## config.mk

```make
export PLATFORM = sky130hd
export DESIGN_NAME = reg_file
export DESIGN_NICKNAME = d
export VERILOG_FILES = /design/src/rtl/reg_file.sv
export SDC_FILE = /design/constraint.sdc
export NUM_CORES = 2
export LEC_CHECK = 0
export ABC_CLOCK_PERIOD_IN_PS = 5940
export CELL_PAD_IN_SITES_DETAIL_PLACEMENT = 1
export CELL_PAD_IN_SITES_GLOBAL_PLACEMENT = 1
export CORE_ASPECT_RATIO = 1.1
export CORE_MARGIN = 8
export CORE_UTILIZATION = 45
export CTS_CLUSTER_DIAMETER = 40
export DETAILED_ROUTE_END_ITERATION = 10
export PLACE_DENSITY = 0.77
export SKIP_LAST_GASP = 1
export SLEW_MARGIN = 20
export SYNTH_ARGS = -nofsm -noshare
export SYNTH_HDL_FRONTEND = slang
export SYNTH_SLANG_ARGS = --single-unit
```

## constraint.sdc

```tcl
create_clock -name clk -period 5.94 [get_ports clk]
set_clock_uncertainty 0.2 [all_clocks]
set_input_delay 0.891 -clock clk [delete_from_list [all_inputs] [get_ports clk]]
set_output_delay 0.891 -clock clk [all_outputs]
set_load 0.01 [all_outputs]
```

## src/rtl/reg_file.sv

```systemverilog
// RV32I integer register file: 2 combinational read ports, 1 synchronous write port, x0 tied to zero.
// Optional write-first bypass on the read ports is enabled by defining REGFILE_BYPASS_EN.
module reg_file #(
  parameter int WIDTH  = 32,
  parameter int ADDR_W = 5,
  parameter int CNT_W  = 32
) (
  input  logic              clk,
  input  logic              rst_n,
  input  logic              we,
  input  logic [ADDR_W-1:0] rd_addr,
  input  logic [WIDTH-1:0]  wr_data,
  input  logic [ADDR_W-1:0] rs1_addr,
  input  logic [ADDR_W-1:0] rs2_addr,
  output logic [WIDTH-1:0]  rs1_data,
  output logic [WIDTH-1:0]  rs2_data,
  output logic [CNT_W-1:0]  wr_count
);

  localparam int NREG = 2 ** ADDR_W;

  // Index 0 is deliberately absent: x0 has no storage.
  logic [WIDTH-1:0] regs [1:NREG-1];
  logic [CNT_W-1:0] count;
  logic             commit;

  assign commit   = we && (rd_addr != '0);
  assign wr_count = count;

  always_ff @(posedge clk) begin
    if (!rst_n) begin
      for (int i = 1; i < NREG; i++) begin
        regs[i] <= '0;
      end
      count <= '0;
    end else if (commit) begin
      regs[rd_addr] <= wr_data;
      count         <= count + CNT_W'(1);
    end
  end

  always_comb begin
    rs1_data = '0;
    if (rs1_addr != '0) begin
      rs1_data = regs[rs1_addr];
    end
`ifdef REGFILE_BYPASS_EN
    if (rst_n && commit && (rs1_addr == rd_addr)) begin
      rs1_data = wr_data;
    end
`endif
  end

  always_comb begin
    rs2_data = '0;
    if (rs2_addr != '0) begin
      rs2_data = regs[rs2_addr];
    end
`ifdef REGFILE_BYPASS_EN
    if (rst_n && commit && (rs2_addr == rd_addr)) begin
      rs2_data = wr_data;
    end
`endif
  end

endmodule

```

==> flow_metrics.env <==
export IMPL_status="completed"
export IMPL_cts_root_buf="clkbuf_16"
export IMPL_drive_gt1_share_pct=25.7
export IMPL_intPower_mw=15.5
export IMPL_min_delay_path_class="reg -> reg"
export IMPL_synth_cells=3840
export IMPL_htree_levels=4
export IMPL_grt_pass1_vias=40431
export IMPL_synth_edff_count=1024
export IMPL_ff_latch_area_um2=31400
export IMPL_power_mw=20.8
export IMPL_dpl_hpwl_um=125000
export IMPL_cts_sinks=1056
export IMPL_core_area_um2=125000
export IMPL_cap_violations=0
export IMPL_cts_hold_buf=0
export IMPL_dpl_cell_count=5434
export IMPL_fin_crit_sh_pct=90.1
export IMPL_routedWlPerCell_um=35.4
export IMPL_die_area_um2=137000
export IMPL_tightest_slew_ps=1260
export IMPL_grt_setup_unrepaired="no"
export IMPL_start_util_pct=45.3
export IMPL_area_delta_synth_final_pct=15.9
export IMPL_synth_cell_types=53
export IMPL_grt_max_degree=86
export IMPL_clk_latency_ps=780
export IMPL_reg2reg_slack_ps=3570
export IMPL_fin_ws_ps=588
export IMPL_crit_type="in -> out"
export IMPL_async_flop_share_pct=0
export IMPL_grt_ovfl_total=0
export IMPL_synth_top_area_share_pct=54.4
export IMPL_grt_first_pass_wirelength_um=290000
export IMPL_drtIter0Drc=4818
export IMPL_synth_seq_cells=1056
export IMPL_placed_area_um2=60100
export IMPL_rr_endpoint="wr_count[29]"
export IMPL_dr_pass1_iters=6
export IMPL_track_usage_pct=28.9
export IMPL_synth_top_area_cell="edfxtp_1"
export IMPL_multi_input_area_um2=23600
export IMPL_path_max_fanout=37
export IMPL_holdWs_ps=276
export IMPL_ios=146
export IMPL_reg2reg_from="wr_count[4]"
export IMPL_antenna_found_initial=14
export IMPL_avgSynthCellArea_um2=14.7
export IMPL_ys_flop_type="edfxtp_1"
export IMPL_drt_wl_total_um=203000
export IMPL_cts_buffer_depth=3
export IMPL_end_kind="primary output"
export IMPL_finalMaxSlewViolations=0
export IMPL_ant_nets=0
export IMPL_worstPathRequired_ps=4850
export IMPL_ir_drop_uv=319
export IMPL_seqPwrFrac_pct=42.5
export IMPL_fillers=11768
export IMPL_path_clk_slew_ps=50
export IMPL_p_comb_share_pct=11.3
export IMPL_hold_viol_final=0
export IMPL_hold_depth=2
export IMPL_instances_no_fill=5737
export IMPL_holdPathEnd="wr_count[31]"
export IMPL_drcViolationCount=0
export IMPL_dp_slack_ps=765
export IMPL_powerDensity_nw_per_um2=317
export IMPL_synth_warnings=0
export IMPL_cts_tree="yes"
export IMPL_final_util_pct=52.5
export IMPL_place_gp_congestion=0.972
export IMPL_post_drt_via_cell_ratio=6.64
export IMPL_swShare_pct=25.4
export IMPL_fp_dieH_um=388
export IMPL_post_cts_buffers=0
export IMPL_r2r_cells=4
export IMPL_cts_resized=0
export IMPL_setup_violations=0
export IMPL_timing_fmax_mhz=187
export IMPL_final_net_count=3994
export IMPL_fp_dieW_um=354
export IMPL_std_cell_rows=136
export IMPL_worstHoldStart="wr_count[31]"
export IMPL_numPortBuffers=145
export IMPL_worstSetupStartpointType="input pin"
export IMPL_final_area_um2=65500
export IMPL_cp_arrival_ps=4260
export IMPL_fin_crit_ps=5350
export IMPL_seq_area_frac_synth_pct=55.5
export IMPL_clkPwrFrac_pct=46.3
export IMPL_synth_area_leaders="edfxtp_1 54%, mux4_2 17%, and2_1 11%, mux2i_1 2.3%, clkbuf_1 1.8%"
export IMPL_fin_setup_tns_ps=0
export IMPL_vias=38100
export IMPL_synth_area_um2=56500
export IMPL_cellLeakagePower_nw=22.3
export IMPL_max_slew_margin_pct=16.0
export IMPL_power_switching_mw=5.27
export IMPL_cts_buffers=161
synthesized netlist by cell type, types with 64 or more instances:
library cell,instances
edfxtp_1,1024
and2_1,996
mux4_2,438
clkbuf_1,273
mux2i_1,131
nand2_1,115
nor2b_1,66
o21ai_1,65
a211oi_1,64
a22oi_1,64
a311oi_1,64
mux2_2,64
registers in the layout, summed over array words and instances, names as in the netlist:
signal,flops
wr_count,32
regs,1024
power groups by stage:
stage	Sequential, mW	Combinational (mW)	Clock (mW)
5_1_grt	8.84	2.39	9.93
3_3_place_gp	8.88	2.24	0
2_1_floorplan	8.86	1.33	0
6_report	8.81	2.34	9.60
4_1_cts	8.80	2.30	9.69
3_5_place_dp	8.93	2.28	0
metal layers:
layer  vias to the layer above  GRT usage (%)  part of all wire [%]
met5                         -              0                 0.030
met4                         8           17.2                   6.9
met3                       641           7.26                   9.6
met2                      2404           47.2                    48
met1                     20029           34.7                    36
li1                      15018              -                     -
cells by family after synthesis:
group / share of synthesized area, %
buffers and inverters: 3.73
AO/OA/AOI/OAI: 5.39
multiplexers: 21.5
XOR/XNOR: 0.0775
other: 0.00664
flip-flops: 55.5
AND/OR/NAND/NOR: 13.7
adder cells (fa/ha/maj): 0.0221
cell type report:
type / count / area share (%)
sequential: 1056 / 47.9
clock inverter: 103 / 1.62
tap: 1656 / 3.16
multi-input combinational: 2391 / 36.0
clock buffer: 192 / 6.64
timing repair buffer: 324 / 4.55
inverter: 9 / 0.0554
antenna: 6 / 0.0229
worst max path at each step:
stage                      from            to  cells past startpoint
floorplan                    we   regs[20][0]                      5
global placement    rs1_addr[0]  rs1_data[15]                      5
detailed placement  rs2_addr[0]  rs2_data[20]                      8
CTS                 rs2_addr[0]  rs2_data[20]                      8
global route        rs1_addr[0]  rs1_data[20]                      7
finish              rs1_addr[0]  rs1_data[15]                      6
critical path: stages:
cell,delay [ps]
buf_4,680
nor2b_4,380
a221oi_1,350
o21ai_1,190
a311oi_1,1010
clkdlybuf4s50_1,720
layout by cell type, fill, tap and decap left out, drive strengths merged, types with 3 or more instances in the layout:
cell,netlist,final
and3,4,4
mux2i,131,131
dfxtp,32,32
diode,0,6
clkinvlp,0,15
nand2,115,115
buf,142,200
and2,996,996
xor2,5,5
edfxtp,1024,1024
clkinv,0,56
mux4,448,448
bufinv,0,16
clkdlybuf4s50,0,124
nand4,6,6
mux2,64,64
o41ai,6,6
or4,14,14
inv,9,25
a22oi,64,64
a221oi,16,16
nand3b,3,3
conb,1,32
o31ai,12,12
or2,3,3
and4,6,6
a21oi,18,18
a311oi,64,64
nor2,45,45
nand3,8,8
a211oi,64,64
clkbuf,273,192
o21ai,118,118
o311ai,6,6
o2111ai,51,51
nor2b,68,68
or3,8,8
nand2b,8,8
Power figures use the tool's default switching activity.
